<file path="src/rtl/lock_pkg.sv">
// rtl/lock_pkg.sv - shared types and status encodings for the lock chamber controller
package lock_pkg;

  // Controller sequencing states
  typedef enum logic [1:0] {
    IDLE     = 2'd0,
    FILLING  = 2'd1,
    DRAINING = 2'd2
  } state_t;

  // Bit positions inside water_status
  localparam int unsigned STAT_OK   = 1;
  localparam int unsigned STAT_HIGH = 0;

  // Whole-field encodings of water_status
  localparam logic [1:0] ST_MID  = 2'b00;
  localparam logic [1:0] ST_LOW  = 2'b10;
  localparam logic [1:0] ST_HIGH = 2'b11;

endpackage

</file>
<file path="src/rtl/lock_chamber_ctrl_if.sv">
// rtl/lock_chamber_ctrl_if.sv - request/status bundle between a lock operator and the chamber controller
interface lock_chamber_ctrl_if #(
  parameter int LEVEL_W = 6
);

  logic               fill_req;
  logic               drain_req;
  logic               abort;
  logic               gate_open;
  logic [LEVEL_W-1:0] water_level;
  logic [1:0]         water_status;
  logic               fill_valve;
  logic               drain_valve;
  logic               busy;
  logic               done;
  logic               req_err;

  // Operator side: issues requests, observes the chamber
  modport master (
    output fill_req, drain_req, abort, gate_open,
    input  water_level, water_status, fill_valve, drain_valve, busy, done, req_err
  );

  // Controller side
  modport slave (
    input  fill_req, drain_req, abort, gate_open,
    output water_level, water_status, fill_valve, drain_valve, busy, done, req_err
  );

endinterface

</file>
<file path="src/rtl/lock_tick_gen.sv">
// rtl/lock_tick_gen.sv - rate divider producing one level-step tick every TICK_DIV unfrozen cycles
module lock_tick_gen #(
  parameter int TICK_DIV = 4
) (
  input  logic clk,
  input  logic reset,
  input  logic clear,
  input  logic hold,
  output logic tick
);

  localparam int CW = $clog2(TICK_DIV) + 1;
  localparam logic [CW-1:0] LAST = CW'(TICK_DIV - 1);

  logic [CW-1:0] cnt;

  // A tick fires on the last count of a period unless motion is frozen
  assign tick = !hold && (cnt == LAST);

  // Counter restarts on clear, freezes on hold, wraps after the last count
  always_ff @(posedge clk or negedge reset) begin
    if (!reset) begin
      cnt <= '0;
    end else if (clear) begin
      cnt <= '0;
    end else if (!hold) begin
      cnt <= tick ? '0 : cnt + 1'b1;
    end
  end

endmodule

</file>
<file path="src/rtl/lock_chamber_ctrl.sv">
// rtl/lock_chamber_ctrl.sv - canal-lock chamber level register with rate-limited fill/drain sequencing
module lock_chamber_ctrl #(
  parameter int LEVEL_W     = 6,
  parameter int LOW_THRESH  = 3,
  parameter int HIGH_THRESH = 47,
  parameter int MAX_LEVEL   = 50,
  parameter int STEP        = 1,
  parameter int TICK_DIV    = 4,
  parameter int RESET_LEVEL = 0
) (
  input logic                clk,
  input logic                reset,
  lock_chamber_ctrl_if.slave bus
);

  import lock_pkg::*;

  // Threshold ordering guarantees every fill eventually crosses HIGH_THRESH
  if (!(LOW_THRESH <= HIGH_THRESH && HIGH_THRESH < MAX_LEVEL && MAX_LEVEL < 2**LEVEL_W &&
        STEP >= 1 && TICK_DIV >= 1 && RESET_LEVEL <= MAX_LEVEL && RESET_LEVEL >= 0)) begin : g_bad_params
    $error("lock_chamber_ctrl: inconsistent parameters");
  end

  // One extra bit so step arithmetic can never wrap
  localparam logic [LEVEL_W:0]   STEP_X  = (LEVEL_W+1)'(STEP);
  localparam logic [LEVEL_W:0]   MAX_X   = (LEVEL_W+1)'(MAX_LEVEL);
  localparam logic [LEVEL_W:0]   HIGH_X  = (LEVEL_W+1)'(HIGH_THRESH);
  localparam logic [LEVEL_W:0]   LOW_X   = (LEVEL_W+1)'(LOW_THRESH);
  localparam logic [LEVEL_W-1:0] RESET_L = LEVEL_W'(RESET_LEVEL);

  state_t             state;
  logic [LEVEL_W-1:0] level;
  logic [LEVEL_W:0]   sum;
  logic [LEVEL_W:0]   diff;
  logic [LEVEL_W-1:0] fill_next;
  logic [LEVEL_W-1:0] drain_next;
  logic               is_low;
  logic               is_high;
  logic               tick;
  logic               active;

  assign active = (state != IDLE);

  lock_tick_gen #(
    .TICK_DIV(TICK_DIV)
  ) u_tick (
    .clk  (clk),
    .reset(reset),
    .clear(!active),
    .hold (bus.gate_open),
    .tick (tick)
  );

  // Saturating next-level candidates for each direction
  assign sum        = {1'b0, level} + STEP_X;
  assign diff       = {1'b0, level} - STEP_X;
  assign fill_next  = (sum > MAX_X) ? MAX_X[LEVEL_W-1:0] : sum[LEVEL_W-1:0];
  assign drain_next = diff[LEVEL_W] ? '0 : diff[LEVEL_W-1:0];

  assign is_low  = ({1'b0, level} < LOW_X);
  assign is_high = ({1'b0, level} > HIGH_X);

  // Gate-permission status classified from the registered level
  always_comb begin
    bus.water_status = ST_MID;
    if (is_high) begin
      bus.water_status = ST_HIGH;
    end else if (is_low) begin
      bus.water_status = ST_LOW;
    end
  end

  assign bus.water_level = level;
  assign bus.busy        = active;
  assign bus.fill_valve  = (state == FILLING)  && !bus.gate_open;
  assign bus.drain_valve = (state == DRAINING) && !bus.gate_open;

  // Sequencer: accepts requests in IDLE, steps level on ticks, abort wins over a tick
  always_ff @(posedge clk or negedge reset) begin
    if (!reset) begin
      state       <= IDLE;
      level       <= RESET_L;
      bus.done    <= 1'b0;
      bus.req_err <= 1'b0;
    end else begin
      bus.done    <= 1'b0;
      bus.req_err <= 1'b0;
      case (state)
        IDLE: begin
          if (bus.fill_req && bus.drain_req) begin
            bus.req_err <= 1'b1;
          end else if (bus.fill_req) begin
            if (is_high) bus.done <= 1'b1;
            else         state    <= FILLING;
          end else if (bus.drain_req) begin
            if (is_low) bus.done <= 1'b1;
            else        state    <= DRAINING;
          end
        end
        FILLING: begin
          if (bus.abort) begin
            state <= IDLE;
          end else if (tick) begin
            level <= fill_next;
            if ({1'b0, fill_next} > HIGH_X) begin
              state    <= IDLE;
              bus.done <= 1'b1;
            end
          end
        end
        DRAINING: begin
          if (bus.abort) begin
            state <= IDLE;
          end else if (tick) begin
            level <= drain_next;
            if ({1'b0, drain_next} < LOW_X) begin
              state    <= IDLE;
              bus.done <= 1'b1;
            end
          end
        end
        default: state <= IDLE;
      endcase
    end
  end

endmodule
</file>
<file path="src/flat_wrapper.sv">
// flat-port wrapper written by rule: the top's interface ports become plain ports
module lock_chamber_ctrl_flat import lock_pkg::*;
#(
  parameter int LEVEL_W     = 6,
  parameter int LOW_THRESH  = 3,
  parameter int HIGH_THRESH = 47,
  parameter int MAX_LEVEL   = 50,
  parameter int STEP        = 1,
  parameter int TICK_DIV    = 4,
  parameter int RESET_LEVEL = 0
)
  (clk, reset, bus_fill_req, bus_drain_req, bus_abort, bus_gate_open, bus_water_level, bus_water_status, bus_fill_valve, bus_drain_valve, bus_busy, bus_done, bus_req_err);
  lock_chamber_ctrl_if #(.LEVEL_W(LEVEL_W)) bus_i ();
  input logic clk;
  input logic reset;
  input wire logic [$bits(bus_i.fill_req)-1:0] bus_fill_req;
  input wire logic [$bits(bus_i.drain_req)-1:0] bus_drain_req;
  input wire logic [$bits(bus_i.abort)-1:0] bus_abort;
  input wire logic [$bits(bus_i.gate_open)-1:0] bus_gate_open;
  output wire logic [$bits(bus_i.water_level)-1:0] bus_water_level;
  output wire logic [$bits(bus_i.water_status)-1:0] bus_water_status;
  output wire logic [$bits(bus_i.fill_valve)-1:0] bus_fill_valve;
  output wire logic [$bits(bus_i.drain_valve)-1:0] bus_drain_valve;
  output wire logic [$bits(bus_i.busy)-1:0] bus_busy;
  output wire logic [$bits(bus_i.done)-1:0] bus_done;
  output wire logic [$bits(bus_i.req_err)-1:0] bus_req_err;
  assign bus_i.fill_req = bus_fill_req;
  assign bus_i.drain_req = bus_drain_req;
  assign bus_i.abort = bus_abort;
  assign bus_i.gate_open = bus_gate_open;
  assign bus_water_level = bus_i.water_level;
  assign bus_water_status = bus_i.water_status;
  assign bus_fill_valve = bus_i.fill_valve;
  assign bus_drain_valve = bus_i.drain_valve;
  assign bus_busy = bus_i.busy;
  assign bus_done = bus_i.done;
  assign bus_req_err = bus_i.req_err;
  lock_chamber_ctrl #(.LEVEL_W(LEVEL_W), .LOW_THRESH(LOW_THRESH), .HIGH_THRESH(HIGH_THRESH), .MAX_LEVEL(MAX_LEVEL), .STEP(STEP), .TICK_DIV(TICK_DIV), .RESET_LEVEL(RESET_LEVEL)) u_core (.clk(clk), .reset(reset), .bus(bus_i));
endmodule
</file>
<file path="config.mk">
export PLATFORM = sky130hd
export DESIGN_NAME = lock_chamber_ctrl_flat
export DESIGN_NICKNAME = d
export VERILOG_FILES = /design/src/rtl/lock_pkg.sv /design/src/rtl/lock_chamber_ctrl_if.sv /design/src/rtl/lock_tick_gen.sv /design/src/rtl/lock_chamber_ctrl.sv /design/src/flat_wrapper.sv
export SDC_FILE = /design/constraint.sdc
export NUM_CORES = 1
export LEC_CHECK = 0
export ABC_CLOCK_PERIOD_IN_PS = 2200
export BUFFER_PORTS_ARGS = -buffer_cell sky130_fd_sc_hd__buf_4
export CAP_MARGIN = 20
export CORE_ASPECT_RATIO = 0.8
export CORE_UTILIZATION = 45
export DETAILED_ROUTE_END_ITERATION = 8
export PLACE_DENSITY = 0.66
export SYNTH_ARGS = -nofsm -noshare
export SYNTH_HDL_FRONTEND = slang
export SYNTH_HIERARCHICAL = 1
export SYNTH_SLANG_ARGS = --single-unit
</file>
<file path="constraint.sdc">
create_clock -name clk -period 2.2 [get_ports clk]
set_input_delay 0.44 -clock clk [delete_from_list [all_inputs] [get_ports clk]]
set_output_delay 0.44 -clock clk [all_outputs]
set_load 0.03 [all_outputs]
</file>
Word level (Yosys, flattened, before mapping)
Index checks and enable logic that the tools add are counted.
{"block": "classes", "n_mux": 38, "add_sub_neg": 3, "n_reduce_logical": 10, "eq_ne": 16, "order_cmp": 5}
{"cell": "$mux 6", "n": 6}
{"cell": "$mux 2", "n": 13}
{"cell": "$ne 3x3->1 const B", "n": 7}
{"cell": "$mux 1", "n": 13}
{"cell": "$gt 6x6->1 const B", "n": 2}
{"cell": "$lt 6x2->1 const B", "n": 2}
{"cell": "$ne 2x2->1 const B", "n": 6}
{"cell": "$pmux 6 s2", "n": 1}
{"cell": "$mux 3", "n": 3}
{"cell": "$reduce_and 8->1", "n": 1}
{"cell": "$add 6x1->7 const B", "n": 1}
{"cell": "$gt 7x6->1 const B", "n": 1}
{"cell": "$sub 6x1->7 const B", "n": 1}
{"cell": "$pmux 2 s3", "n": 1}
{"cell": "$reduce_and 5->1", "n": 1}
{"cell": "$logic_and 1x1->1", "n": 4}
{"cell": "$reduce_bool 2->1", "n": 2}
{"cell": "$add 3x1->3 const B", "n": 1}
{"cell": "$eq 3x2->1 const B", "n": 1}
{"cell": "$pmux 1 s3", "n": 1}
{"cell": "$eq 2x1->1 const B", "n": 1}
{"cell": "$eq 2x2->1 const B", "n": 1}
{"cell": "$logic_not 2->1", "n": 1}
{"cell": "$logic_not 1->1", "n": 1}
{"block": "totals", "ff_bits": 13, "out_inout_bits": 13, "word_cells": 77}

Logic depth before layout (Yosys ltp)
{"block": "logic_depth", "ltp_word": 8, "depth_mapped": 8}

Modules after synthesis
The synthesis kept the hierarchy.
{"module": "lock_chamber_ctrl", "instances": 1, "area_per_inst_um2": 914.6, "cells_per_inst": 119}
{"module": "lock_tick_gen", "instances": 1, "area_per_inst_um2": 141.4, "cells_per_inst": 14}

Worst setup path after synthesis
OpenSTA, ideal clock, no wires.
{"block": "synth_path", "path_kind": "reg-to-reg", "from": "register u_core.level[0] (netlist: u_core/bus.water_level[0])", "to": "register u_core.level[2] (netlist: u_core/bus.water_level[2])", "path_stages_with_launch": 8, "t_required_ps": 2039, "n_path_buf": 1, "setup_slack_ps": 44, "synth_period_minus_slack_ps": 2156, "arrival_ps": 1995, "path_cell_list": "dfrtp_1 ha_1 buf_2 o21ai_1 a221o_1 a31o_1 a311oi_2 a221oi_1"}
{"block": "synth_between", "elab_chain_len": 6}
{"element": "from (decl)", "line_no": "lock_chamber_ctrl.sv:32", "rtl": "logic [LEVEL_W-1:0] level;"}
{"element": "from (signal assigned)", "line_no": "lock_chamber_ctrl.sv:104", "rtl": "level <= fill_next;"}
{"element": "from (signal assigned)", "line_no": "lock_chamber_ctrl.sv:115", "rtl": "level <= drain_next;"}
{"element": "$add 6x1->7", "line_no": "lock_chamber_ctrl.sv:55", "rtl": "assign sum = {1'b0, level} + STEP_X;"}
{"element": "$gt 7x6->1", "line_no": "lock_chamber_ctrl.sv:57", "rtl": "assign fill_next = (sum > MAX_X) ? MAX_X[LEVEL_W-1:0] : sum[LEVEL_W-1:0];"}
{"element": "$mux 6", "line_no": "lock_chamber_ctrl.sv:57"}
{"element": "$mux 6", "line_no": "lock_chamber_ctrl.sv:103", "rtl": "end else if (tick) begin"}
{"element": "$mux 6", "line_no": "lock_chamber_ctrl.sv:101", "rtl": "if (bus.abort) begin"}
{"element": "$pmux 6 s2 *", "line_no": "lock_chamber_ctrl.sv:88", "rtl": "case (state)"}
Every way passes the cells marked *; elsewhere a longest branch is shown, timed or not. The select of a mux whose other input is x is not followed.
A chain may end at the register's enable or synchronous reset.

Final worst setup path
{"block": "layout_path", "from": "register u_core.level[4] (netlist: u_core/bus.water_level[4])", "to": "output port bus_water_status[1]"}
{"block": "layout_between", "elab_chain_len": 3}
{"element": "$lt 6x2->1", "line_no": "lock_chamber_ctrl.sv:60", "rtl": "assign is_low = ({1'b0, level} < LOW_X);"}
{"element": "$mux 2", "line_no": "lock_chamber_ctrl.sv:68", "rtl": "end else if (is_low) begin"}
{"element": "$mux 2 *", "line_no": "lock_chamber_ctrl.sv:66", "rtl": "if (is_high) begin"}
{"element": "to (decl)", "line_no": "flat_wrapper.sv:21", "rtl": "output wire logic [$bits(bus_i.water_status)-1:0] bus_water_status;"}
Every way passes the cells marked *; elsewhere a longest branch is shown, timed or not.

==> results.md <==
* Status: completed
* Worst Path Required at 1.76 ns
* Largest area contributor in the netlist: dfrtp_1
* Reg2reg start: u_core/bus.water_level[1]$_DFFE_PN0P_
* Final nets at 171
* Footprint of the multi-input gates at 664 µm²
* HPWL after DPL at 2100 µm
* CP Launch Type: register
* Antenna-violating nets left at 0
* Synth area leaders: dfrtp_1 (31%), a21oi_1 (5.2%), nand2_1 (5.0%)
* PortBufs at 18
* Clock-pin slew on the worst setup and hold paths at 0.09 ns
* Power Dens Cells at 550 nW/µm²
* Worst hold path depth at 3
* Worst setup margin at 0.108 ns
* Vias in the first global route at 956
* Initial Util at 48.5%
* CTS root buf: clkbuf_4
* CP Max Fanout at 10
* Clk buf depth at 2
* Hold Crit Start: bus_abort
* Leakage at 0.607 nW
* # fillers at 197
* Largest net degree at the start of global routing at 14
* Clock buffer count from CTS at 3
* F_max at 478 MHz
* Cell row count at 15
* Relative slew slack at 68.4%
* Drt pass-1 iters at 6
* R2R cell count at 6
* Fraction of registers with async set/reset at 100%
* GRT Util Overall at 23.3%
* Most frequent cell after synthesis: nand2_1
* Endpoint of the worst hold path: u_core/state[0]$_DFFE_PN0P_
* CTS tree: built
* Max-slew violation count at 0
* DRC at 0
* Avg Vias per Cell at 6.23
* Synthesized flop and latch total at 13
* Sequential fraction of the synthesis area at 30.8%
* Seq. cell area at 325 µm²
* Post-CTS Setup Inserts at 0
* GPL Wtd Cong at 0.864
* Max-cap viol count at 0
* Final WL at 2800 µm
* R2R Path End: u_core/bus.water_level[2]$_DFFE_PN0P_
* Total power draw at 721 µW
* Worst vdd ir at 0.462 mV
* Critical path class: reg2out
* Skew final at 0.00727 ns
* First-pass GRT wire length at 4550 µm
* Mapped Area at 1060 µm²
* Cells after synthesis at 133
* Die Span Y at 45.3 µm
* Post-synth top flop: dfrtp_1
* Post-synth EDFFs at 0
* Top cell type's share of synthesized area at 30.8%
* Worst setup EP type: output port
* Overflow after GRT at 0
* Worst slew pin tran at 0.473 ns
* P&R area growth vs syn at 24.3%
* Worst Path Arrival at 1.65 ns
* Count of cell types in the netlist at 44
* Antenna violations before repair at 0
* DR iter-0 viols at 89
* Syn. warnings at 6
* Clk sinks at 13
* Core box area at 2180 µm²
* Tmin final at 2.09 ns
* Period utilization at 95.1%
* Syn avg cell area at 7.94 µm²
* Antenna fix cells at 0
* Die area at 2550 µm²
* Synth cell count leaders: nand2_1 (14), dfrtp_1 (13), a21oi_1 (11), inv_1 (10), nor2_1 (10)
* Mapped Nets at 143
* Final Setup Violations at 0
* Final Hold Fails at 0
* # IOs at 19
* RSZ-0062 raised after global routing: no
* Setup TNS Final at 0 ns
* Die Span X at 56.2 µm
* Worst-skew pair later-pin latency at 0.27 ns
* Hold Path Class: in2reg
* Vias post-DR at 1152
* Place WS at 0.169 ns
* CTS H-Tree Depth at 1
* Reg2reg setup slack at 0.13 ns
* Share of cells above drive strength 1 at 21.9%
* Post-DR wirelength/cell at 15.1 µm
timing repair:
action,in CTS,in global routing
setup endpoints to repair,0,2
endpoints found under the hold margin,6,0
resized for setup,0,1
hold buffers,1,0
cell type report:
class	count	share of cell area (%)
Clock buffer	4	2.00
Inverter	10	2.86
Multi-Input combinational cell	103	50.6
Sequential cell	13	24.8
Tap cell	25	2.38
Timing Repair Buffer	30	17.3
worst max-delay path by stage:
| stage | from | end | cells past startpoint |
|---|---|---|---|
| 2_1_floorplan | u_core/bus.water_level[0]$_DFFE_PN0P_ | u_core/bus.water_level[2]$_DFFE_PN0P_ | 7 |
| 3_3_place_gp | u_core/bus.water_level[1]$_DFFE_PN0P_ | u_core/bus.water_level[2]$_DFFE_PN0P_ | 6 |
| 3_5_place_dp | u_core/bus.water_level[1]$_DFFE_PN0P_ | u_core/bus.water_level[2]$_DFFE_PN0P_ | 6 |
| 4_1_cts | u_core/bus.water_level[4]$_DFFE_PN0P_ | bus_water_status[1] | 5 |
| 5_1_grt | u_core/bus.water_level[1]$_DFFE_PN0P_ | u_core/bus.water_level[2]$_DFFE_PN0P_ | 6 |
| 6_report | u_core/bus.water_level[4]$_DFFE_PN0P_ | bus_water_status[1] | 5 |
state kept, by name, summed over array words and instances (netlist names):
name / cells
u_core/bus.water_level: 6
u_core/u_tick/cnt: 3
u_core/bus.done: 1
u_core/state: 2
u_core/bus.req_err: 1
layer usage:
layer	vias to the layer above	track usage [%]	wire, µm
li1	548	-	-
met1	530	34.6	1290
met2	70	35.5	1200
met3	4	5.73	290
met4	0	2.93	23
met5	-	0	0
cells in the final DEF (no fill, tap or decap), drive strengths merged, types with 2 or more instances in the layout:
| cell type | instances |
|---|---|
| buf | 29 |
| a21oi | 11 |
| o211ai | 6 |
| dfrtp | 13 |
| nor2 | 10 |
| o21ai | 6 |
| nand4 | 2 |
| nand3b | 2 |
| nor3 | 4 |
| ha | 4 |
| nand2 | 14 |
| clkbuf | 4 |
| inv | 10 |
| a31oi | 3 |
| nand2b | 4 |
| nor3b | 2 |
| or3 | 2 |
| xnor2 | 2 |
| o32ai | 2 |
| nand3 | 7 |
through the flow:
| step | hold WS (ns) | util (%) | instances | instance area (µm²) |
|---|---|---|---|---|
| 6_report | 0.419 | 60.3 | 185 | 1310 |
| 3_3_place_gp | 0.301 | 58.1 | 180 | 1260 |
| 3_5_place_dp | 0.298 | 58.1 | 180 | 1260 |
| 4_1_cts | 0.413 | 59.8 | 185 | 1300 |
| 5_1_grt | 0.417 | 60.3 | 185 | 1310 |
| 2_1_floorplan | 0.144 | - | 133 | 1060 |
cell families (layout without fill, tap and decap cells):
logic type / Yosys count / count (layout) / share of synthesized area [%]
AO/OA/AOI/OAI: 42 / 42 / 28.4
flip-flops: 13 / 13 / 30.8
multiplexers: 1 / 1 / 0.948
XOR/XNOR: 2 / 2 / 1.66
AND/OR/NAND/NOR: 54 / 54 / 26.1
adder cells (fa/ha/maj): 4 / 4 / 4.74
buffers and inverters: 17 / 44 / 7.35
power by group:
| part | switching [mW] | internal [mW] | leakage (nW) |
|---|---|---|---|
| combinational | 0.181 | 0.108 | 0.429 |
| clock | 0.0791 | 0.0702 | 0.0150 |
| sequential | 0.0219 | 0.261 | 0.163 |
| total | 0.282 | 0.439 | 0.607 |
critical path, stage by stage, from the launching register on:
cell	delay (ns)
dfrtp_1	0.50
nor3_1	0.37
buf_4	0.19
nand2_1	0.08
nand2_1	0.08
buf_4	0.15
No activity file was read; power rests on OpenSTA's default activity.
